===== config.mk =====
export PLATFORM = sky130hd
export DESIGN_NAME = u232c_rx_fifo
export DESIGN_NICKNAME = d
export VERILOG_FILES = /design/src/rtl/u232c_rx_fifo.sv
export SDC_FILE = /design/constraint.sdc
export NUM_CORES = 1
export LEC_CHECK = 0
export CAP_MARGIN = 20
export CORE_MARGIN = 5
export CORE_UTILIZATION = 45
export CTS_CLUSTER_DIAMETER = 50
export DETAILED_ROUTE_END_ITERATION = 16
export GPL_ROUTABILITY_DRIVEN = 0
export GPL_TIMING_DRIVEN = 0
export SLEW_MARGIN = 20
export SYNTH_ARGS = -nofsm -noshare
export SYNTH_HDL_FRONTEND = slang
export SYNTH_SLANG_ARGS = --single-unit

===== constraint.sdc =====
create_clock -name CLK -period 3.55 [get_ports CLK]
set_input_delay 0.5325 -clock CLK [delete_from_list [all_inputs] [get_ports CLK]]
set_output_delay 0.5325 -clock CLK [all_outputs]
set_load 0.02 [all_outputs]

===== src/rtl/u232c_rx_fifo.sv =====
// u232c_rx_fifo -- RS-232 receiver with an integrated receive FIFO.
//
// Samples the serial line at mid-bit after a 2-flop synchronizer. It
// supports a configurable bit period, data width (5..8) and parity
// (0 none, 1 even, 2 odd). Each received character is queued together with
// its frame/parity status. Consumers read the head through a valid/ready
// handshake.
//
// Ports:
//   CLK          in   system clock (single domain)
//   XRST         in   synchronous active-low reset
//   enable       in   receiver enable; 0 aborts a frame and holds IDLE
//   rx           in   asynchronous serial input, idles high
//   data         out  FIFO head character (show-ahead), 0 when empty
//   frame_err    out  FIFO head status: stop bit sampled low
//   parity_err   out  FIFO head status: parity mismatch
//   valid        out  FIFO non-empty
//   ready        in   consumer accepts head; pop on valid && ready
//   count        out  number of FIFO entries
//   overflow     out  sticky: a character was dropped on a full FIFO
//   clr_overflow in   clears overflow (a same-cycle set wins)
module u232c_rx_fifo #(
  parameter int unsigned CLKS_PER_BIT = 143,
  parameter int unsigned DATA_BITS    = 8,
  parameter int unsigned PARITY       = 0,
  parameter int unsigned DEPTH_LOG2   = 4
) (
  input  logic                  CLK,
  input  logic                  XRST,
  input  logic                  enable,
  input  logic                  rx,
  output logic [DATA_BITS-1:0]  data,
  output logic                  frame_err,
  output logic                  parity_err,
  output logic                  valid,
  input  logic                  ready,
  output logic [DEPTH_LOG2:0]   count,
  output logic                  overflow,
  input  logic                  clr_overflow
);

  localparam int unsigned CW    = (CLKS_PER_BIT > 1) ? $clog2(CLKS_PER_BIT) : 1;
  localparam int unsigned BW    = (DATA_BITS > 1) ? $clog2(DATA_BITS) : 1;
  localparam int unsigned HALF  = CLKS_PER_BIT / 2;
  localparam int unsigned DEPTH = 1 << DEPTH_LOG2;
  localparam int unsigned EW    = DATA_BITS + 2;
  localparam int unsigned NW    = DEPTH_LOG2 + 1;

  localparam logic [CW-1:0] HALF_LAST = CW'(HALF - 1);
  localparam logic [CW-1:0] BIT_LAST  = CW'(CLKS_PER_BIT - 1);
  localparam logic [BW-1:0] DATA_LAST = BW'(DATA_BITS - 1);
  localparam logic          ODD_MODE  = (PARITY == 2);
  localparam logic          HAS_PAR   = (PARITY != 0);

  typedef enum logic [2:0] {
    S_IDLE,
    S_START,
    S_DATA,
    S_PARITY,
    S_STOP,
    S_BREAK
  } state_e;

  // ---------------------------------------------------------------------
  // Input synchronizer
  // ---------------------------------------------------------------------
  logic [1:0] sync_q;
  logic       rxs;

  always_ff @(posedge CLK) begin
    if (!XRST) sync_q <= '1;
    else       sync_q <= {sync_q[0], rx};
  end

  assign rxs = sync_q[1];

  // ---------------------------------------------------------------------
  // Receive FSM
  // ---------------------------------------------------------------------
  state_e                 state_q, state_d;
  logic [CW-1:0]          cyc_q, cyc_d;
  logic [BW-1:0]          bit_q, bit_d;
  logic [DATA_BITS-1:0]   shift_q, shift_d;
  logic                   perr_q, perr_d;
  logic                   push;
  logic                   push_fe;

  always_ff @(posedge CLK) begin
    if (!XRST) begin
      state_q <= S_IDLE;
      cyc_q   <= '0;
      bit_q   <= '0;
      shift_q <= '0;
      perr_q  <= 1'b0;
    end else begin
      state_q <= state_d;
      cyc_q   <= cyc_d;
      bit_q   <= bit_d;
      shift_q <= shift_d;
      perr_q  <= perr_d;
    end
  end

  // cyc_q counts edges since the last sampling point (or since T0). A
  // sample is therefore taken on the edge where cyc_q holds period-1.
  always_comb begin
    state_d = state_q;
    cyc_d   = cyc_q + 1'b1;
    bit_d   = bit_q;
    shift_d = shift_q;
    perr_d  = perr_q;
    push    = 1'b0;
    push_fe = 1'b0;

    unique case (state_q)
      S_IDLE: begin
        cyc_d  = '0;
        bit_d  = '0;
        perr_d = 1'b0;
        if (!rxs) state_d = S_START;
      end
      S_START: begin
        if (cyc_q == HALF_LAST) begin
          cyc_d   = '0;
          state_d = rxs ? S_IDLE : S_DATA;
        end
      end
      S_DATA: begin
        if (cyc_q == BIT_LAST) begin
          cyc_d   = '0;
          shift_d = {rxs, shift_q[DATA_BITS-1:1]};
          bit_d   = bit_q + 1'b1;
          if (bit_q == DATA_LAST) state_d = HAS_PAR ? S_PARITY : S_STOP;
        end
      end
      S_PARITY: begin
        if (cyc_q == BIT_LAST) begin
          cyc_d   = '0;
          perr_d  = ((^shift_q) ^ rxs) != ODD_MODE;
          state_d = S_STOP;
        end
      end
      S_STOP: begin
        if (cyc_q == BIT_LAST) begin
          cyc_d   = '0;
          push    = 1'b1;
          push_fe = ~rxs;
          state_d = rxs ? S_IDLE : S_BREAK;
        end
      end
      S_BREAK: begin
        cyc_d = '0;
        if (rxs) state_d = S_IDLE;
      end
      default: begin
        cyc_d   = '0;
        state_d = S_IDLE;
      end
    endcase

    // Disable overrides every state and discards the partial frame.
    if (!enable) begin
      state_d = S_IDLE;
      cyc_d   = '0;
      push    = 1'b0;
    end
  end

  // ---------------------------------------------------------------------
  // Receive FIFO
  // ---------------------------------------------------------------------
  logic [EW-1:0]          mem_q [DEPTH];
  logic [DEPTH_LOG2-1:0]  wr_ptr_q, wr_ptr_d;
  logic [DEPTH_LOG2-1:0]  rd_ptr_q, rd_ptr_d;
  logic [NW-1:0]          count_q, count_d;
  logic                   ovf_q, ovf_d;
  logic                   full;
  logic                   pop;
  logic                   wr_en;
  logic [EW-1:0]          head;

  assign valid = (count_q != '0);
  assign full  = (count_q == NW'(DEPTH));
  assign pop   = valid & ready;
  // A full FIFO still accepts a push when the head leaves in the same cycle.
  assign wr_en = push & (~full | pop);

  always_comb begin
    wr_ptr_d = wr_ptr_q;
    rd_ptr_d = rd_ptr_q;
    count_d  = count_q;
    if (wr_en) wr_ptr_d = wr_ptr_q + 1'b1;
    if (pop)   rd_ptr_d = rd_ptr_q + 1'b1;
    unique case ({wr_en, pop})
      2'b10:   count_d = count_q + 1'b1;
      2'b01:   count_d = count_q - 1'b1;
      default: count_d = count_q;
    endcase
    ovf_d = ovf_q;
    if (clr_overflow)             ovf_d = 1'b0;
    if (push & full & ~pop)       ovf_d = 1'b1;
  end

  always_ff @(posedge CLK) begin
    if (!XRST) begin
      wr_ptr_q <= '0;
      rd_ptr_q <= '0;
      count_q  <= '0;
      ovf_q    <= 1'b0;
    end else begin
      wr_ptr_q <= wr_ptr_d;
      rd_ptr_q <= rd_ptr_d;
      count_q  <= count_d;
      ovf_q    <= ovf_d;
    end
  end

  always_ff @(posedge CLK) begin
    if (wr_en) mem_q[wr_ptr_q] <= {push_fe, perr_q, shift_q};
  end

  // Storage is not reset, so the head is masked while empty.
  assign head       = valid ? mem_q[rd_ptr_q] : '0;
  assign data       = head[DATA_BITS-1:0];
  assign parity_err = head[DATA_BITS];
  assign frame_err  = head[DATA_BITS+1];
  assign count      = count_q;
  assign overflow   = ovf_q;

endmodule

==> results of run 1 <==
==> report_power, final <==
part	switching (W)	internal, W	leakage [nW]	total [W]
clock network	0.000900	0.00127	0.334	0.00217
logic	0.000620	0.000645	1.02	0.00126
registers	0.0000539	0.00256	1.91	0.00262
total	0.00157	0.00448	3.26	0.00606
==> stage by stage <==
step | power, W | hold WS [ns] | cells | setup WS, ns | instance area, sq um
after CTS | 0.00614 | 0.411 | 772 | 0.0385 | 9580
after global placement | 0.00390 | 0.389 | 726 | -0.475 | 8790
final | 0.00606 | 0.412 | 772 | 0.0756 | 9580
after global routing | 0.00631 | 0.461 | 772 | 0.00324 | 9580
after floorplan | 0.00350 | 0.386 | 475 | 0.653 | 8280
after detailed placement | 0.00392 | 0.398 | 732 | -0.00933 | 8850
==> worst min-delay path by stage <==
stage,slack [ns],end,from
after CTS,0.41,sync_q[1]$_SDFF_PN1_,sync_q[0]$_SDFF_PN1_
after floorplan,0.39,sync_q[1]$_SDFF_PN1_,sync_q[0]$_SDFF_PN1_
final,0.41,sync_q[1]$_SDFF_PN1_,sync_q[0]$_SDFF_PN1_
after global routing,0.46,sync_q[1]$_SDFF_PN1_,sync_q[0]$_SDFF_PN1_
after global placement,0.39,sync_q[1]$_SDFF_PN1_,sync_q[0]$_SDFF_PN1_
after detailed placement,0.40,sync_q[1]$_SDFF_PN1_,sync_q[0]$_SDFF_PN1_
==> flip-flops by register name, indices dropped and copies added (netlist names), named ones only <==
register,flops
mem_q,160
cyc_q,8
shift_q,8
count,5
rd_ptr_q,4
wr_ptr_q,4
bit_q,3
state_q,3
sync_q,2
overflow,1
perr_q,1
==> critical path, stage by stage, from the launching register on <==
cell and delay, ns:
dfxtp_2 0.43, buf_6 0.22, mux4_2 0.60, mux4_2 0.49, and2_1 0.18, clkdlybuf4s50_1 0.53
==> cell type report <==
class	instances	area [sq um]
Inverter	8	30.0
Multi-Input combinational cell	243	2530
Clock buffer	30	602
Timing Repair Buffer	28	260
Sequential cell	203	5670
Buffer	20	113
Fill cell	1500	8450
Clock inverter	11	93.8
Tap cell	229	287
==> repair_timing <==
action                                 in CTS  in global routing
setup buffers                               0                  0
endpoints found under the hold margin       0                  0
resized for setup                          13                  0
setup endpoints to repair                  10                  0
==> cells in the final DEF, fill, tap and decap left out, types with 4 or more instances in the layout <==
cell type / netlist / routed
ha_1: 12 / 12
mux4_2: 50 / 50
clkbuf_16: 0 / 23
buf_4: 0 / 4
clkbuf_2: 1 / 5
edfxtp_1: 160 / 160
nand2_1: 18 / 18
o21ai_0: 5 / 5
and2_1: 23 / 23
buf_6: 0 / 4
nand3_1: 11 / 11
xnor2_1: 14 / 14
clkbuf_1: 14 / 16
nor2_1: 22 / 22
inv_1: 8 / 8
nand4_1: 5 / 5
nor2b_1: 15 / 15
xor2_1: 6 / 6
nor3_2: 0 / 4
dfxtp_1: 43 / 42
mux2i_1: 15 / 15
a21oi_1: 4 / 4
nand2b_1: 5 / 5
clkdlybuf4s50_1: 0 / 22
==> routing by layer <==
metal	global-route usage	wire, um	share of wire	vias up
met5	0	0	0	-
met4	0.0420	338	0.020	0
met3	0.0277	560	0.034	23
met2	0.277	8570	0.52	79
met1	0.199	7050	0.43	2149
li1	-	-	-	1945
==> kinds of logic (layout without fill, tap and decap cells) <==
logic type,Yosys count,after routing
adders and majority gates,13,13
xor gates and xnor gates,21,21
buffers and inverters,29,97
and+or+nand+nor,121,121
muxes,66,66
DFF,203,203
AOI/OAI and AO/OA,22,22
==> results.ini, run 1 <==
[routing]
first_iter_violations = 218
vias = 4196
vias_per_cell = 5.44
final_antenna_net_count = 0
drcViolationCount = 0
drt_wl_total_um = 16500
post_drt_wl_per_cell_um = 21.4
drt_first_pass_iters = 4

[synthesis]
ys_top_cells_by_count = edfxtp_1, mux4_2, dfxtp_1
synth-edff-count = 160
avgSynthCellArea_sq_um = 17.4
ys_ff_latch = 203
syn_area_sq_mm = 0.00828
synth_ff_type = edfxtp_1
synth-adder-area-share = 0.0205
synthMuxAreaShare = 0.156
async_reset_ff_frac = 0
yosysWarnings = 0
synth_most_common_cell = edfxtp_1
ys_top_cells_by_area = edfxtp_1, mux4_2, dfxtp_1
ys_types = 48
yosysSeqAreaShare = 0.684
synth_simple_gate_area_frac = 0.0822
yosysTopAreaCellShare = 0.580
synth-compound-area-share = 0.0195
synth_top_family_by_area = multiplexers
postSynthCellCount = 475
syn_nets = 494
synth_xor_area_frac = 0.0239
synth_top_cell_by_area = edfxtp_1

[timing]
fin_crit_sh = 0.979
clock_skew_ns = 0.0101
rsz0062_at_grt = no
tightestPinTransition_ns = 1.01
finalMaxSlewViolations = 0
setup_viol = 0
min_period_ns = 3.47
fmax_mhz = 288
finalHoldViolations = 0
tns_ns = 0
relSlewSlack = 0.322

[floorplanning]
io_pins = 23
core_region_area_sq_mm = 0.0180
rows = 49
floorplan.die.height_um = 146
start_util = 0.459
die_w_um = 146
dieArea_sq_mm = 0.0212

[worst_setup_path]
end_kind = output pin
r2r_slack_ns = 0.36
crit_path_end = parity_err
critPathLaunchType = flop
critical_path_required_ns = 3.02
worstPathArrival_ns = 2.94
r2r_cells = 12
crit_type = flop to output pin
rr_startpoint = cyc_q[0]$_SDFF_PN0_
crit_fanout = 10
r2r-end = count[4]$_SDFFE_PN0P_

[placement]
detailed_place_hpwl_um = 10900
io_buffers = 22

[clock_tree]
cts_buffers = 23
root_buffer = clkbuf_16
cts_sinks = 203
cts_buffer_depth = 3
clk_transition_reported_paths_ns = 0.06
cts_htree_levels = 1
holdBufCountCts = 0
clk_latency_ns = 0.50
cts_tree = done

[status]
status = complete, no violations

[worst_hold_path]
hp-class = flop to flop
whs_path_depth = 1

[global_route]
grt_first_pass_wirelength_um = 25800
grt-ovfl-total = 0
first_global_vias = 4447
grt.total_usage = 0.156
grt_max_degree = 20
antenna_found_initial = 0

[power]
power.density_mw_per_mm2 = 632
total_leakage_power_nw = 3.26
vdd.ir_drop.worst_mv = 0.500

[final_layout]
area_delta_synth_final_pct = 15.7
fin_util = 0.531
antenna_cells = 0
final_nets = 546
drive_gt1_frac = 0.203

[flow_run]
cap_violations = 0

Note: power is estimated with default switching activity, not from simulation.
==> inputs of run 2 (changes only) <==
SKIP_LAST_GASP = 1   (was unset)
==> results of run 2 <==
No change in the layout: final DEF, timing and power equal those of run 1.
==> inputs of run 3 (changes only) <==
CORE_MARGIN = 4   (was 5)
==> run 3 against run 2 <==
Worst setup slack improved by 0.028 ns. Non-clock buffer count is 1 lower. Worst hold slack got worse by 0.0052 ns. Clock skew is 0.0012 ns higher. Largest cell class unchanged. Highest routed layer unchanged.
==> results.ini, run 3 (same netlist as run 1, synthesis figures left out) <==
[final_layout]
top_register = mem_q
area_delta_synth_final_pct = 16.4
reg_top3 = mem_q (160), cyc_q (8), shift_q (8)
multi_input_area_sq_mm = 0.00253  ; about the same
fin_area_sq_mm = 0.00964  ; +0.61%
fin_cells = 769  ; -0.39%
layout_commonest_cell = edfxtp_1
antenna_cells = 0  ; unchanged
nFillCells = 1443  ; -3.8%
final_nets = 544  ; -0.37%
final-seq-area_sq_mm = 0.00567  ; unchanged
layout_common_cells = edfxtp_1, mux4_2, dfxtp_1
drive_gt1_frac = 0.209  ; +0.00668
largest_reg_flops = 160  ; unchanged

[timing]
rsz0062_at_grt = no
finalHoldViolations = 0  ; unchanged
finalMaxSlewViolations = 0  ; unchanged
clock_skew_ns = 0.0113  ; +0.00122 ns
relSlewSlack = 0.276  ; -0.0458
fmax_mhz = 290  ; +0.80%
tightestPinTransition_ns = 1.08  ; +0.0685 ns
fin_crit_sh = 0.971  ; -0.00781
setup_viol = 0  ; unchanged
min_period_ns = 3.45  ; -0.0277 ns

[clock_tree]
cts_htree_levels = 1  ; unchanged
cts_tree = done
clk_latency_ns = 0.49  ; about the same
clk_transition_reported_paths_ns = 0.06  ; about the same
root_buffer = clkbuf_16
cts_buffers = 22  ; -4.3%
cts_buffer_depth = 3  ; unchanged
holdBufCountCts = 0  ; unchanged
cts_sinks = 203  ; unchanged

[floorplanning]
io_pins = 23  ; unchanged
core_region_area_sq_mm = 0.0180  ; unchanged
dieArea_sq_mm = 0.0206  ; -2.7%
rows = 49  ; unchanged
die_w_um = 144  ; -1.4%
floorplan.die.height_um = 144  ; -1.4%
start_util = 0.459  ; unchanged

[worst_setup_path]
worstPathArrival_ns = 2.91  ; -0.03 ns
crit_fanout = 10  ; unchanged
crit_type = flop to output pin
slowest_delay_ns = 0.58  ; -0.02 ns
critPathLaunchType = flop
end_kind = output pin
critPathSlowestCell = mux4_2
crit_chain = buf_6 > mux4_2 > mux4_2 > and2_1 > clkdlybuf4s50_1
crit_path_frequent_cell = mux4_2
critical_path_required_ns = 3.02  ; about the same

[routing]
drt_wl_total_um = 16100  ; -2.6%
post_drt_wl_per_cell_um = 20.9  ; -2.2%
final_antenna_net_count = 0  ; unchanged
first_iter_violations = 184  ; -16%
vias_per_cell = 5.40  ; -0.71%
vias = 4150  ; -1.1%
drt_first_pass_iters = 4  ; unchanged
drcViolationCount = 0  ; unchanged

[global_route]
grt_max_degree = 20  ; unchanged
antenna_found_initial = 0  ; unchanged
grt.total_usage = 0.166  ; +0.00941
first_global_vias = 4403  ; -0.99%
grt_first_pass_wirelength_um = 25500  ; -0.91%
grt-ovfl-total = 0  ; unchanged

[status]
status = complete, no violations

[power]
clock_power_share = 0.376  ; +0.017
power.density_mw_per_mm2 = 645  ; +2.0%
seqPwrFrac = 0.421  ; -0.011
switchingPower_w = 0.00156  ; -1.1%
total_leakage_power_nw = 3.30  ; +1.1%
p_sw_frac = 0.251  ; -0.00927
p_comb_frac = 0.203  ; -0.006
vdd.ir_drop.worst_mv = 0.435  ; -13%
p_int_w = 0.00466  ; +3.9%

[flow_run]
cap_violations = 0  ; unchanged

[placement]
post-place-cells = 731  ; -0.14%
detailed_place_hpwl_um = 10700  ; -1.6%
placed_area_sq_mm = 0.00885  ; about the same
io_buffers = 22  ; unchanged

[worst_hold_path]
hp-class = flop to flop

## run 3: cell count changes in the layout (fill, tap and decap cells not counted)
cell | previous run | this run
clkbuf_8 | 0 | 2
clkinv_2 | 3 | 4
clkinvlp_4 | 2 | 0
inv_8 | 0 | 1
bufinv_16 | 1 | 3
nor2_2 | 0 | 1
clkbuf_1 | 16 | 12
buf_2 | 3 | 2
nor2_1 | 22 | 21
clkinv_1 | 2 | 1
inv_6 | 2 | 1
## run 3: critical path, delay by kind of cell, from the launching register on
| kind | cells | cell delay [ns] |
|---|---|---|
| buf+inv | 2 | 0.74 |
| flops | 1 | 0.42 |
| simple gates | 1 | 0.17 |
| mux | 2 | 1.08 |
## run 3: final timing paths
kind                   startpoint                    end  slack, ns  cells past startpoint
max                          flop                data[5]       0.10                      5
min          sync_q[0]$_SDFF_PN1_   sync_q[1]$_SDFF_PN1_       0.41                      1
max reg2reg   cyc_q[1]$_SDFF_PN0_  count[4]$_SDFFE_PN0P_       0.30                     11
min reg2reg  sync_q[0]$_SDFF_PN1_   sync_q[1]$_SDFF_PN1_       0.41                      1
## run 3: stage by stage
stage,power (W),util,hold slack (ns),worst slack [ns],setup TNS [ns]
floorplan,0.00350,-,0.386,0.653,0
global placement,0.00390,0.488,0.395,-0.380,-13.24
detailed placement,0.00392,0.491,0.400,-0.00282,-0.0201
CTS,0.00629,0.535,0.413,0.0605,0
global route,0.00649,0.535,0.449,0.00189,0
finish,0.00621,0.535,0.406,0.103,0
## run 3: power groups by stage
stage               clock [W]  combinational (W)  sequential [W]
global route          0.00249            0.00137         0.00262
CTS                   0.00238            0.00129         0.00262
floorplan                   0           0.000836         0.00266
finish                0.00234            0.00126         0.00261
global placement            0            0.00125         0.00265
detailed placement          0            0.00127         0.00265
## run 3: final cells by class
| class | count | share of cell area |
|---|---|---|
| well taps | 229 | 0.0297 |
| inverters | 8 | 0.00312 |
| plain buffers | 20 | 0.0117 |
| clock inverters | 11 | 0.0148 |
| repair buffers | 27 | 0.0265 |
| clock buffers | 28 | 0.0637 |
| flip-flops and latches | 203 | 0.588 |
| multi-input cells | 243 | 0.262 |
## run 3: what timing repair did
action	in CTS	in global routing
setup endpoints to repair	10	0
buffers inserted	0	0
resized for setup	13	0
## run 3: layer usage
| layer | share of wire | track usage |
|---|---|---|
| met5 | 0 | 0 |
| met4 | 0.017 | 0.0327 |
| met3 | 0.043 | 0.0260 |
| met2 | 0.51 | 0.288 |
| met1 | 0.43 | 0.225 |
